## config.mk

```make
export PLATFORM = sky130hd
export DESIGN_NAME = one_hot_decoder
export DESIGN_NICKNAME = d
export VERILOG_FILES = /design/src/rtl/one_hot_decoder.sv
export SDC_FILE = /design/constraint.sdc
export NUM_CORES = 1
export LEC_CHECK = 0
export BUFFER_PORTS_ARGS = -buffer_cell sky130_fd_sc_hd__buf_2
export CAP_MARGIN = 20
export CORE_MARGIN = 8
export CORE_UTILIZATION = 56
export DETAILED_ROUTE_END_ITERATION = 8
export HOLD_SLACK_MARGIN = 0.12
export PLACE_DENSITY = 0.86
export RECOVER_POWER = 100
export SLEW_MARGIN = 0
export SYNTH_ARGS = -nofsm -noshare
export SYNTH_HDL_FRONTEND = slang
export SYNTH_SLANG_ARGS = --single-unit
```

## constraint.sdc

```tcl
create_clock -name clk -period 3.85 [get_ports clk]
set_input_delay 0.1925 -clock clk [delete_from_list [all_inputs] [get_ports clk]]
set_output_delay 0.1925 -clock clk [all_outputs]
set_load 0.01 [all_outputs]
```

## src/rtl/one_hot_decoder.sv

```systemverilog
// One-hot to binary index decoder with a single-entry valid/ready output register.
// Flags zero-hot and multi-hot inputs and keeps a saturating count of them.
module one_hot_decoder #(
  parameter  int WIDTH = 8,
  localparam int IDXW  = (WIDTH > 1) ? $clog2(WIDTH) : 1
) (
  input  logic             clk,
  input  logic             rst_n,
  input  logic [WIDTH-1:0] in,
  input  logic             in_valid,
  output logic             in_ready,
  output logic [IDXW-1:0]  out,
  output logic             out_valid,
  input  logic             out_ready,
  output logic             out_zero,
  output logic             out_multi,
  output logic [15:0]      error_count,
  input  logic             error_clear
);

  localparam logic [WIDTH-1:0] ONE = WIDTH'(1);

  typedef enum logic {
    EMPTY = 1'b0,
    FULL  = 1'b1
  } state_t;

  state_t           state_reg, state_next;
  logic             accept, transfer;
  logic [WIDTH-1:0] lowest;
  logic [IDXW-1:0]  idx_next;
  logic             zero_next, multi_next, error_in;
  logic [IDXW-1:0]  out_reg;
  logic             zero_reg, multi_reg;
  logic [15:0]      error_count_reg;

  assign out_valid = (state_reg == FULL);
  assign in_ready  = !out_valid || out_ready;
  assign accept    = in_valid && in_ready;
  assign transfer  = out_valid && out_ready;

  // Isolate the lowest set bit; the index is then a plain OR-encode of it.
  assign lowest     = in & (~in + ONE);
  assign zero_next  = (in == '0);
  assign multi_next = |(in & (in - ONE));
  assign error_in   = zero_next || multi_next;

  for (genvar gi = 0; gi < IDXW; gi++) begin : g_idx
    logic [WIDTH-1:0] mask;
    for (genvar gj = 0; gj < WIDTH; gj++) begin : g_bit
      assign mask[gj] = (((gj >> gi) % 2) == 1);
    end
    assign idx_next[gi] = |(lowest & mask);
  end

  always_comb begin
    state_next = state_reg;
    case (state_reg)
      EMPTY:   if (accept) state_next = FULL;
      FULL:    if (transfer && !accept) state_next = EMPTY;
      default: state_next = EMPTY;
    endcase
  end

  always_ff @(posedge clk or negedge rst_n) begin
    if (!rst_n) begin
      state_reg <= EMPTY;
    end else begin
      state_reg <= state_next;
    end
  end

  always_ff @(posedge clk or negedge rst_n) begin
    if (!rst_n) begin
      out_reg   <= '0;
      zero_reg  <= 1'b0;
      multi_reg <= 1'b0;
    end else if (accept) begin
      out_reg   <= idx_next;
      zero_reg  <= zero_next;
      multi_reg <= multi_next;
    end
  end

  // A clear coinciding with an erroneous accept leaves exactly that one error counted.
  always_ff @(posedge clk or negedge rst_n) begin
    if (!rst_n) begin
      error_count_reg <= '0;
    end else if (accept && error_in) begin
      if (error_clear) begin
        error_count_reg <= 16'd1;
      end else if (error_count_reg != 16'hFFFF) begin
        error_count_reg <= error_count_reg + 16'd1;
      end
    end else if (error_clear) begin
      error_count_reg <= '0;
    end
  end

  assign out         = out_reg;
  assign out_zero    = zero_reg;
  assign out_multi   = multi_reg;
  assign error_count = error_count_reg;

endmodule

```

; ---- After elaboration in Yosys (flattened, before gate mapping)
; Cells that the tools add are included.
[totals]
reg_bits = 22
in_bits = 13
out_inout_bits = 23
wordCells = 36
[classes]
mux = 7
n_reduce_logical = 16
addsub = 3
n_eq_ne = 1
n_bitwise = 4
[op_table]
columns = operator, count
row1 = 2-to-1 mux 16 bit, 4
row2 = adder 16 x 1 -> 16 bit (second input constant), 1
row3 = AND 8 bit, 2
row4 = != test 16 bit (second input constant), 1
row5 = OR reduction 4 bit, 3
row6 = adder 8 x 1 -> 8 bit (second input constant), 1
row7 = logical NOT 8 bit, 1
row8 = inverter 8 bit, 1
row9 = OR reduction 8 bit, 1
row10 = subtractor 8 x 1 -> 8 bit (second input constant), 1
row11 = logical AND 1 bit, 4
row12 = nonzero test 2 bit, 2
row13 = logical NOT 1 bit, 2
row14 = logical OR 1 bit, 2
row15 = 2-to-1 mux 1 bit, 2
row16 = one-hot mux 1 bit (2 select lines), 1
row17 = AND reduction 2 bit, 1
row18 = inverter 1 bit, 1

; ---- Logic depth before layout (Yosys ltp)
; Gate-level depths: netlist of the first run.
[depth]
word_depth = 7
ltp_mapped = 7
depth_no_buf = 6

; ---- Worst setup path before layout of the first run
; OpenSTA, ideal clock, no wires.
[synth_path]
path_type = flip-flop to flip-flop
from = reg error_count_reg[1] (netlist: error_count[1])
to = reg error_count_reg[8] (netlist: error_count[8])
n_path_buf = 1
required_time_ns = 3.722
slack_ns = 1.802
path_stages_with_launch = 8
setup_time_ns = 0.128
t_arrival_ns = 1.920
period_less_slack_ns = 2.048
cell_sequence = dfrtp_1 > ha_1 > nand3_1 > or3_1 > nor2_1 > buf_2 > nor4_1 > mux2_1
[synth_between]
elab_chain_len = 4
elab_cells_between_ends = 7
cone_classes = 1 x add/sub / 1 x eq/ne / 3 x mux / 2 x reduce/logical
[synth_rtl]
columns = element, line
row1 = start: declaration, 35  ; logic [15:0] error_count_reg;
row2 = start signal: assignment, 93  ; error_count_reg <= error_count_reg + 16'd1;
row3 = adder 16 x 1 -> 16 bit, 93
row4 = 2-to-1 mux 16 bit, 92  ; end else if (error_count_reg != 16'hFFFF) begin
row5 = 2-to-1 mux 16 bit, 90  ; if (error_clear) begin
row6 = 2-to-1 mux 16 bit, 89  ; end else if (accept && error_in) begin
; Parallel ways exist; a longest one is shown, timed or not. The select of a mux whose other input is x is not followed.
; A chain may end at the register's enable or synchronous reset.

; ---- Worst setup path after layout of the first run
[layout_path]
from = in in[1]
to = reg error_count_reg[15] (netlist: error_count[15])
[layout_between]
elab_chain_len = 7
elab_cells_between_ends = 9
cone_classes = 1 x add/sub / 1 x mux / 1 x bitwise / 6 x reduce/logical
[layout_rtl]
columns = element, line
row1 = start: declaration, 9  ; input logic [WIDTH-1:0] in,
row2 = subtractor 8 x 1 -> 8 bit, 45  ; assign multi_next = |(in & (in - ONE));
row3 = AND 8 bit, 45
row4 = OR reduction 8 bit, 45
row5 = logical OR 1 bit *, 46  ; assign error_in = zero_next || multi_next;
row6 = logical AND 1 bit *, 89
row7 = nonzero test 2 bit (no source line), -
row8 = AND reduction 2 bit (no source line), -
; Mark *: on every way between the ends. The rest lies on a longest branch, timed or not.

==> flow_results.org, run 1 <==
** Setup path
- For this run, the slowest stage of the critical path takes 0.88 ns.
- Measured in cells, the most critical reg-to-reg path has a length of 7.
- The worst setup path is launched from an input pin.
- The critical path in this run is classified as input pin to register.
- Sort of element at the end of the critical path :: register
- The worst register-to-register path begins at error_count[1].
- Data on the critical path arrives at its endpoint at 2.85 ns.
- By instance count, the cell type seen most on the critical path is nor4_1.
- Critical Path, Cell by Cell :: clkbuf_1 -> nor4_1 -> nand2_1 -> a221oi_4 -> nor4_1 -> mux2_1
- Along the worst path, the maximum fanout reaches 26.
- Cell with the largest stage delay on the worst path :: nor4_1
- Endpoint required time on the critical path :: 4.06 ns
- Setup crit start :: in[1]

** Layout
- Fraction of layout cells with a size suffix above 1 :: 9.57%
- After routing the design area is 1550 sq um.
- Growth of design area from synthesis to finish :: 13.7%
- Antenna cell count :: 0
- Most frequent cells in the layout :: clkbuf_1, dfrtp_1, nand2_1
- Commonest non-fill, non-tap cell in the layout :: clkbuf_1
- Max FFs per register :: 16
- The final layout contains 203 nets.

** Run
- Across the run, the number of max-cap violations was 0.

** Global route
- The via count of the first global-routing pass is 1,300.
- The total overflow left after global routing is 0.
- Wire length of the first global-routing pass :: 5.75 mm
- Tot GR Track Use :: 16.4%
- Entering global routing, the biggest net connects 27 pins.
- The initial antenna violation count is 0.

** STA
- For the final database, setup skew stands at 0.00694 ns.
- Final worst-path cycle share :: 68.8%
- Maximum clock rate :: 378 MHz
- Number of slew-limit violations in the final report :: 0
- Counting I/O delays and the setup requirement, the final critical path takes 2.65 ns.
- The worst pin sits at a relative slew slack of 21.3%.
- Final count of hold timing violations :: 0
- Setup TNS Final :: 0 ns
- Setup violations remaining at the end of the flow were counted as 0.
- Setup repair after global routing missed its margin :: no
- At the pin with the least slew margin, the transition time is 1.18 ns.

** Yosys
- In this run the cell area of the synthesized design comes to 1370 sq um.
- Summing the areas of all xor and xnor instances in the mapped netlist gives 0% of the synthesized area.
- Synthesis inferred 22 register bits.
- Of the total synthesized cell area, the portion taken by full adders, half adders and majority gates is 0.916%.
- After synthesis, the netlist uses 38 different library cells.
- Dominant combinational cell family by area after synthesis :: simple AND/OR/NAND/NOR gates
- In this run, synthesis inferred 0 flip-flops with an integrated enable.
- Post-synthesis simple-gate area fraction :: 30.4%
- Complex-gate fraction of the synthesized area :: 19.4%
- Post-synthesis sequential area ratio :: 40.3%
- Yosys synthesis warning count :: 0
- Syn Inst Count :: 154
- Predominant post-synthesis flop cell :: dfrtp_1
- Synthesis produced a netlist with a net count of 168.
- Multiplexer cells account for 4.76% of the synthesized area.
- Average cell area after synthesis :: 8.87 sq um
- Post-synthesis async set-or-reset flop share :: 100%

** Run status
- Run status :: finished clean

** Route
- Dividing the detail-routed wire length by the instance count gives 15.1 um.
- Vias after detailed routing :: 1,340
- After detailed routing, the number of vias per cell comes to 6.15.
- The detailed router finished its first iteration with 37 violations.
- Remaining design rule violation count :: 0
- Post-detailed-route count of antenna-violating nets :: 0
- The first TritonRoute pass finished after 4 iterations.
- Summed over all layers, the routed wires come to 3.28 mm.

** Min path
- Cells on Worst Hold Path :: 2
- Startpoint of the worst hold path :: in[0]
- Hold WC Path Type :: input pin to register

** Clock network
- Number of resized instances in the post-cts repair step :: 0
- Once the clock tree was built, the setup fixing pass inserted 0 buffers.
- Count of H-tree levels built during CTS :: 1
- TritonCTS built the clock tree.
- Clock tree root buffer cell :: clkbuf_4
- Largest buffer count on any clock path :: 2
- The number of hold buffers added after CTS was 2.
- Clock tree synthesis inserted a total of 3 buffers.
- Clock latency on the worst-skew pair, taken at its later pin, is 0.31 ns.
- Clock transition at path regs :: 0.13 ns
- For this design, the sink count on the clock tree is 22.

** Power and ir drop
- Max VDD drop :: 187 uV
- Cell Pwr Density :: 283 nW/um^2
- Static power due to leakage :: 0.625 nW

** Placed design
- After detailed placement, the total cell area comes to 1540 sq um.
- Buffers on Ports :: 35
- Half-perimeter wire length after placement :: 2.43 mm
- Routability-driven placement finished with a final weighted congestion of 0.820.

** Floorplanning
- The die is 65.4 um tall.
- Initial core utilization :: 57.2%
- The die covers 4280 sq um.
- Pin placement for this block handled 36 I/O pins.
- Floorplan die width :: 65.4 um
- The floorplan has 18 rows.
- The core region is 2390 sq um.
[cell type report]
type,count,area [sq um]
inverter,4,15.0
tap,30,37.5
timing repair buffer,38,171
sequential,22,551
fill,227,833
multi-input combinational,120,743
clock buffer,4,36.3
[path summary, 6_finish.rpt]
| kind | slack, ns | to |
|---|---|---|
| hold reg to reg | 0.50 | out_multi |
| min in group asynchronous | 0.62 | error_count[4] |
| setup reg to reg | 1.67 | error_count[15] |
| hold / removal | 0.11 | out[0] |
| setup / recovery | 1.20 | error_count[15] |
| max in group asynchronous | 2.53 | error_count[15] |
[cells by family (layout without fill, tap and decap cells)]
logic type | Yosys count | after routing
fa+ha+maj | 1 | 1
compound gates | 39 | 39
buf+inv | 12 | 46
flops | 22 | 22
mux | 6 | 6
simple gates | 74 | 74
[cells in the mapped netlist (2+ instances only)]
cell type,number,share of area [%]
dfrtp_1,22,40
nand2_1,18,4.9
a21oi_1,13,4.8
o31ai_1,9,4.9
nand3_1,8,2.9
nor2_1,7,1.9
or4_1,7,3.8
nor3_1,6,2.2
nand4_1,5,2.3
clkbuf_1,4,1.1
inv_1,4,1.1
mux2_1,4,3.3
nor2b_1,4,1.8
nor4_1,4,1.8
o21ai_0,4,1.5
or3_1,4,1.8
and3_1,3,1.4
o21ai_1,3,1.1
a211oi_1,2,1.1
and4_1,2,1.3
mux2i_1,2,1.5
nand2b_1,2,0.92
o21bai_1,2,1.1
[where the power goes]
part           total, mW  internal [mW]  switching (mW)
clock network      0.131         0.0578          0.0729
registers          0.244          0.238         0.00579
logic             0.0641         0.0213          0.0428
[critical path, delay by kind of cell]
family	cells	cell delay (ns)
buffers and inverters	1	0.13
muxes	1	0.34
AOI/OAI and AO/OA	1	0.86
and+or+nand+nor	3	1.32
[through the flow]
stage | utilization, % | setup WS [ns] | hold slack [ns] | power, mW | std cells
after global routing | 65.1 | 0.860 | 0.112 | 0.461 | 218
after detailed placement | 64.7 | 1.40 | 0.193 | 0.316 | 212
after global placement | 64.7 | 1.52 | 0.177 | 0.312 | 212
after CTS | 67.0 | 1.67 | 0.137 | 0.446 | 218
after floorplan | - | 1.80 | -0.103 | 0.285 | 154
final | 65.1 | 1.20 | 0.109 | 0.439 | 218
[routing by layer]
metal | routed length, um | track usage, % | vias to the layer above
li1 | - | - | 651
met1 | 1370 | 19.3 | 648
met2 | 1690 | 28.7 | 38
met3 | 195 | 3.40 | 3
met4 | 25 | 5.72 | 0
met5 | 0 | 0 | -
Note: power is estimated with default switching activity, not from simulation.
==> run 2, diff against run 1 <==
- ABC_AREA: unset -> 1
- CORE_UTILIZATION: 56 -> 54
- PLACE_DENSITY: 0.86 -> 0.82
- clock period: 3.85 -> 2.7 ns (I/O delays scaled with it)
==> run 2 against run 1 <==
Effect of this change: routed wire length is 17% higher; critical path type is now register to register; combinational power is 53% higher; worst setup slack worse by 0.54 ns.
==> flow_results.org, run 2 <==
** Run status
- The run finished with clean final reports.

** STA
- Setup TNS Final :: 0 ns (unchanged)
- Final worst-path cycle share :: 75.6%
- Final count of hold timing violations :: 0 (unchanged)
- The slew of the pin with the lowest slew margin is 1.17 ns (-0.0106 ns).
- Post-layout minimum cycle time :: 2.04 ns
- The number of endpoints failing setup at the final stage is 0 (unchanged).
- The count of pins over their slew limit is 0 (unchanged).
- The final worst clock skew came to 0.00444 ns (-0.00251 ns).
- Setup repair after global routing missed its margin :: no
- The normalized max-slew margin was 22.0% (+0.71 points).
- Maximum clock rate :: 490 MHz

** Clock network
- The count of instances resized after the clock tree is built came to 0 (unchanged).
- The number of buffers between clock root and the deepest sink is 2 (unchanged).
- Clock tree root buffer cell :: clkbuf_4
- Number of clock sinks :: 22 (unchanged)
- Total CTS buffers :: 3 (unchanged)
- TritonCTS built the clock tree.
- The clock slew seen by the registers of the worst setup and hold paths is 0.13 ns (about the same).
- The later-pin clock latency in the skew report came to 0.32 ns (about the same).
- The H-tree depth was 1 (unchanged).

** Setup path
- The highest cell delay on the worst timing path was 0.46 ns (-0.42 ns).
- Flop2flop setup slack :: 0.66 ns (-1.01 ns)
- In this run the worst setup path begins at error_count[0].
- The maximum fanout along the worst path is 17 (-35%).
- In this run the critical register-to-register path is launched from error_count[0].
- Cell with the largest stage delay on the worst path :: dfrtp_1
- Traced cell by cell, the critical path runs through ha_1 -> nand2_2 -> nor2_1 -> nand3_1 -> nor2_1 -> nand3_4 -> nand3_4 -> nand2_1 -> nand2_1 -> nand2_1.
- Critical path's most frequent cell :: nand2_1
- The critical path ends at error_count[13].
- The critical path is of the register to register type.
- Nature of the critical path startpoint :: register
- Endpoint required time on the critical path :: 2.92 ns (-1.14 ns)
- The endpoint identified for the worst register-to-register timing path is error_count[13].
- The arrival time of data at the critical path endpoint was 2.26 ns (-0.59 ns).
- The worst reg-to-reg path cell count is 10 (+3).
- Sort of element at the end of the critical path :: register

** Placed design
- The standard cell area after detailed placement came to 1790 sq um (+16%).
- The weighted congestion reported at the end of routability-driven placement was 0.883 (+7.7%).
- The placed wire-length estimate after detailed placement is 2.91 mm (+20%).
- The count of buffers inserted at the top-level ports was 35 (unchanged).

** Power and ir drop
- Static power due to leakage :: 0.895 nW (+43%)
- Cell Pwr Density :: 391 nW/um^2 (+39%)
- The maximum resistive drop on vdd is 193 uV (+3.2%).
- The total power consumption of the routed design is 0.704 mW (+60%).

** Yosys
- The gate count after technology mapping came to 234 (+52%).
- Fraction of synthesized area in multiplexers :: 0% (-4.8 points)
- Yosys synthesis warning count :: 0 (unchanged)
- Post-synth top area cell :: dfrtp_1
- Synthesized flop and latch total :: 22 (unchanged)
- Cell with the most instances after synthesis :: nand2_1
- After synthesis, the most frequently instantiated cells are nand2_1, nor2_1, inv_1.
- The area share of the largest cell type after synthesis came to 34.2% (-6.1 points).
- The portion of the post-synthesis area used by sequential elements is 34.2% (-6.1 points).
- The post-synthesis net count is 248 (+48%).
- Complex-gate fraction of the synthesized area :: 5.05% (-14 points)
- Sorting the synthesized cells by area gives the leading types as dfrtp_1, nand2_1, nand3_1.
- Synth Cell Area :: 1610 sq um (+18%)
- Number of flops mapped to enable cells by yosys :: 0 (unchanged)
- Dominant combinational cell family by area after synthesis :: simple AND/OR/NAND/NOR gates
- Xor and xnor area share after synthesis :: 2.18% (+2.2 points)
- Post-synthesis simple-gate area fraction :: 49.2% (+19 points)
- Average cell area after synthesis :: 6.88 sq um (-22%)
- The fraction of synthesis flops using an asynchronous set or reset pin came to 100% (unchanged).
- The arithmetic-cell share of the synthesized area counting full adders, half adders and majority gates came to 0.777% (-0.14 points).
- The number of unique standard cell types used by synthesis came to 30 (-21%).
- Predominant post-synthesis flop cell :: dfrtp_1

** Route
- Count of routing violations after the opening detailed-route iteration :: 124 (+240%)
- Remaining design rule violation count :: 0 (unchanged)
- The overall via count from detail_route is 1,612 (+20%).
- The vias per cell was 5.30 (-14%).
- Routed length per placed instance :: 12.6 um (-16%)
- The number of detailed-routing iterations run before antenna repair was 4 (unchanged).
- Post-detailed-route count of antenna-violating nets :: 0 (unchanged)
- The routed wire length is 3.84 mm (+17%).

** Layout
- Leaving out fill and tap cells, the most frequent cell in the layout is nand2_1.
- Net total in the final layout :: 286 (+41%)
- Max FFs per register :: 16 (unchanged)
- Compared with the post-synthesis result, the final layout area differs by 11.7%.
- The antenna diode instance count is 0 (unchanged).
- The fraction of layout instances using a drive strength above 1 is 9.59% (+0.020 points).
- In the layout the commonest cells are nand2_1, nor2_1, nand3_1.
- Final standard cell area without fillers :: 1800 sq um (+16%)
- Layout Utilization :: 60.9% (-4.2 points)

** Floorplanning
- Core area :: 2950 sq um (+24%)
- The top-level port count is 36 (unchanged).
- Floorplan die width :: 70.6 um (+8.0%)
- Vertical extent of the die :: 70.6 um (+8.0%)
- The placement row count was 20 (+2).
- Initial core utilization :: 54.5% (-2.7 points)
- Die area :: 4990 sq um (+17%)

** Global route
- Total grt overflow :: 0 (unchanged)
- Initial antenna violation count :: 0 (unchanged)
- The wire length of the first global-routing pass came to 6.64 mm (+15%).
- The via count of the first global-routing pass was 1,560 (+20%).
- The total track usage was 15.9% (-0.46 points).
- The pin count of the biggest net entering global routing was 25 (-7.4%).

** Min path
- Cells on Worst Hold Path :: 4 (+2)
- Hold WC Path Type :: input pin to register

** Run
- Number of maximum-capacitance violations :: 0 (unchanged)
-- run 2: through the flow --
| step | hold slack (ns) | cells | setup WS, ns |
|---|---|---|---|
| 2_1_floorplan | -0.161 | 234 | 1.06 |
| 5_1_grt | 0.139 | 304 | 0.454 |
| 3_5_place_dp | 0.129 | 297 | 0.832 |
| 4_1_cts | 0.129 | 304 | 0.811 |
| 3_3_place_gp | 0.124 | 297 | 0.903 |
| 6_report | 0.127 | 304 | 0.659 |
-- run 2: layout make-up --
class	count	area, sq um
fillers	309	1150
multi-input cells	181	881
flip-flops and latches	22	551
repair buffers	38	175
inverters	26	97.6
well taps	33	41.3
clock inverters	1	30.0
clock buffers	3	22.5
-- run 2: kinds of logic (layout without fill, tap and decap cells) --
group,Yosys count,count (layout)
simple gates,165,165
fa+ha+maj,1,1
compound gates,11,11
flops,22,22
xor+xnor,4,4
buf+inv,31,68
-- run 2: worst min path at each step --
stage,start,endpoint,slack [ns]
6_report,in[0],out[1],0.13
5_1_grt,in[0],out[1],0.14
4_1_cts,in[0],out[1],0.13
3_5_place_dp,rst_n,error_count[12],0.13
3_3_place_gp,rst_n,error_count[10],0.12
2_1_floorplan,rst_n,error_count[0],-0.16
-- run 2: power breakdown --
group / internal (mW) / leakage (nW) / switching, mW / total (mW)
Sequential: 0.340 / 0.296 / 0.00898 / 0.349
Combinational: 0.0312 / 0.571 / 0.0667 / 0.0979
Clock: 0.150 / 0.0279 / 0.107 / 0.257
-- run 2: per-layer routing --
layer | track usage, % | part of all wire (%)
met2 | 27.0 | 46
met3 | 3.67 | 5.7
met5 | 0 | 0
met1 | 19.2 | 47
met4 | 5.31 | 1.8
-- run 2: critical path, delay by kind of cell (launching register included) --
kind	cells	cell delay, ns
adders and majority gates	1	0.21
and+or+nand+nor	9	1.28
DFF	1	0.46
-- run 2: timing repair --
| action | in CTS | in global routing |
|---|---|---|
| hold buffers | 3 | 0 |
| endpoints found under the hold margin | 23 | 0 |
| buffers inserted | 0 | 0 |
| setup endpoints to repair | 0 | 0 |
==> run 3, diff against run 2 <==
- clock period: 2.7 -> 1.9 ns (I/O delays scaled with it)
==> run 3 against run 2 <==
Effect of this change: register-to-register slack worse by 0.44 ns; sequential share of layout area down 2.7 points; utilization up 5.8 points; sequential power up 41%; clock-buffer cell count unchanged; critical path type is now input pin to register; largest power group unchanged.
==> flow_results.org, run 3 (synthesis results as in run 2) <==
** Run status
- The run finished with clean final reports.

** Min path
- Hold WC Path Type :: input pin to register
- Cells on Worst Hold Path :: 4 (unchanged)

** Placed design
- Half-perimeter wire length after placement :: 3.14 mm (+8.0%)
- Placer Congestion :: 0.909 (+2.9%)
- Instance area at placement :: 1860 sq um (+4.2%)
- Buffers on Ports :: 35 (unchanged)

** Power and ir drop
- Relative contribution of combinational cells to total power :: 16.9% (+3.0 points)
- Fraction of power consumed by sequential logic :: 47.2% (-2.4 points)
- The net switching power figure was 0.281 mW (+54%).
- The internal power of the cells was 0.762 mW (+46%).
- Static power due to leakage :: 0.982 nW (+9.8%)
- The portion of total power attributed to the clock network was 35.9% (-0.6 points).
- Net switching share of the total power :: 26.9% (+1.0 points)
- The maximum resistive drop on vdd came to 422 uV (+120%).
- The cell area power density is 529 nW/um^2 (+35%).

** Setup path
- On the critical path, the stage with the largest delay is an instance of dlygate4sd3_1.
- The flop-to-flop setup slack came to 0.22 ns (-0.44 ns).
- Critical path's most frequent cell :: nand2_1
- The setup path with the least slack is of type input pin to register.
- Peak fanout along the critical path :: 10 (-7)
- STA classifies the critical path endpoint as a register.
- The critical path goes through dlygate4sd3_1 -> clkbuf_1 -> nor2_2 -> nand2_2 -> nand2_1 -> nand2_1 -> nor2_2 -> nand3_2 -> nand3_4 -> buf_4 -> nand3_1 -> nand2_1.
- Nature of the critical path startpoint :: input pin
- The arrival time of data at the critical path endpoint came to 2.03 ns (-0.23 ns).
- The required arrival time at the worst endpoint is 2.16 ns (-0.76 ns).
- Cells on worst reg2reg path :: 10 (unchanged)
- Slowest cell delay on critical path :: 0.55 ns (+0.09 ns)

** Layout
- Fraction of layout cells with a size suffix above 1 :: 16.2% (+6.6 points)
- The register cell area after layout is 551 sq um (unchanged).
- Commonest non-fill, non-tap cell in the layout :: nand2_1
- Max FFs per register :: 16 (unchanged)
- Most frequent cells in the layout :: nand2_1, nor2_1, clkbuf_1
- The antenna diode instance count was 0 (unchanged).
- The post-route cell area is 1970 sq um (+9.6%).
- The filler cell count came to 296 (-4.2%).
- Growth of design area from synthesis to finish :: 22.4%
- The number of nets in the layout came to 305 (+6.6%).
- The area occupied by multi-input gates is 921 sq um (+4.5%).
- Layout Utilization :: 66.7% (+5.8 points)

** Floorplanning
- Initial core utilization :: 54.5% (unchanged)
- Floorplan die width :: 70.6 um (unchanged)
- The die area is 4990 sq um (unchanged).
- Row count :: 20 (unchanged)
- I/O pin count :: 36 (unchanged)
- Core area :: 2950 sq um (unchanged)
- Vertical extent of the die :: 70.6 um (unchanged)

** Route
- Routed metal-1 wirelength :: 1.85 mm (+3.6%)
- The routed wire length was 4.21 mm (+9.6%).
- The overall via count from detail_route is 1,728 (+7.2%).
- Post-detailed-route count of antenna-violating nets :: 0 (unchanged)
- Routed length per placed instance :: 13.0 um (+3.2%)
- Length of routed met3 wiring :: 288 um (+32%)
- The DRC violations left was 0 (unchanged).
- Via density per instance :: 5.35 (+0.89%)
- The highest metal layer carrying signal wires in the routed design is met4.
- The detailed router's first-iteration violation count came to 124 (unchanged).
- Length of the first detailed-routing pass in iterations :: 4 (unchanged)
- The routed length on met2 came to 1.98 mm (+12%).

** Global route
- The wire length of the first global-routing pass came to 7.13 mm (+7.4%).
- The pin count of the biggest net entering global routing was 23 (-8.0%).
- Initial antenna violation count :: 0 (unchanged)
- The total track usage is 17.1% (+1.2 points).
- Total grt overflow :: 0 (unchanged)
- The via count of the first global-routing pass came to 1,603 (+2.8%).

** Clock network
- Largest buffer count on any clock path :: 2 (unchanged)
- Number of resized instances in the post-cts repair step :: 0 (unchanged)
- Clock transition at path regs :: 0.13 ns (about the same)
- CTS tree :: built
- Total CTS buffers :: 3 (unchanged)
- The H-tree depth is 1 (unchanged).
- Worst-Skew Late Latency :: 0.32 ns (about the same)
- The tree is rooted in a clkbuf_4.
- The CTS sink count is 22 (unchanged).

** STA
- Number of slew-limit violations in the final report :: 0 (unchanged)
- The final total negative setup slack is 0 ns (unchanged).
- The normalized max-slew margin is 20.3% (-1.7 points).
- Post-layout minimum cycle time :: 1.77 ns
- Of the available clock period, the critical path in the final layout requires 93.2%.
- Setup Skew :: 0.00330 ns (-0.00114 ns)
- For this run, the top clock speed supported by timing is 565 MHz.
- Actual transition at the worst max-transition pin :: 1.20 ns (+0.0252 ns)
- Final Setup Violations :: 0 (unchanged)
- Setup repair after global routing missed its margin :: no
- The final count of hold timing violations was 0 (unchanged).

** Run
- The max capacitance violation total is 0 (unchanged).
## run 3: cell types whose count changed in the layout (fill, tap and decap cells not counted), sizes merged
cell	delta
buf	+13
dlygate4sd3	+4
clkbuf	+2
## run 3: cell type report
type | instances | share of cell area (%)
Sequential cell | 22 | 27.9
Clock buffer | 3 | 1.14
Tap cell | 33 | 2.10
Inverter | 26 | 4.95
Clock inverter | 1 | 1.52
Timing Repair Buffer | 57 | 15.6
Multi-Input combinational cell | 181 | 46.7
## run 3: metrics by stage
stage	power, mW	instances	setup WS, ns	hold WS (ns)
after floorplan	0.595	234	0.263	-0.201
after global placement	0.658	307	0.226	0.0827
after detailed placement	0.662	307	0.125	0.0898
after CTS	1.04	318	0.103	0.121
after global routing	1.09	323	0.0178	0.150
final	1.04	323	0.129	0.120
## run 3: final timing paths
kind | end | from
max | error_count[0] | in[2]
min reg2reg | out_zero | out_zero
min | out[2] | in[3]
min in group asynchronous | error_count[12] | rst_n
max reg2reg | error_count[0] | error_count[0]
max in group asynchronous | error_count[2] | rst_n
## run 3: critical path, delay by kind of cell
kind,cells,cell delay [ns]
buffers and inverters,3,0.85
AND/OR/NAND/NOR,9,1.08
## run 3: what timing repair did
item                       4_1_cts  5_1_grt
hold endpoints to repair        26        0
setup endpoints to repair        0        7
buffers inserted                 0        5
hold buffers                     7        0
## run 3: power groups by stage
stage | registers (mW) | clock network [mW] | logic [mW]
2_1_floorplan | 0.511 | 0 | 0.0837
3_3_place_gp | 0.501 | 0 | 0.157
3_5_place_dp | 0.502 | 0 | 0.160
4_1_cts | 0.494 | 0.375 | 0.171
5_1_grt | 0.494 | 0.397 | 0.196
6_report | 0.493 | 0.374 | 0.176
## run 3: metal layers
| layer | up-vias | global-route usage, % |
|---|---|---|
| met5 | - | 0 |
| li1 | 869 | - |
| met1 | 768 | 20.7 |
| met4 | 0 | 5.77 |
| met2 | 79 | 29.2 |
| met3 | 12 | 3.81 |
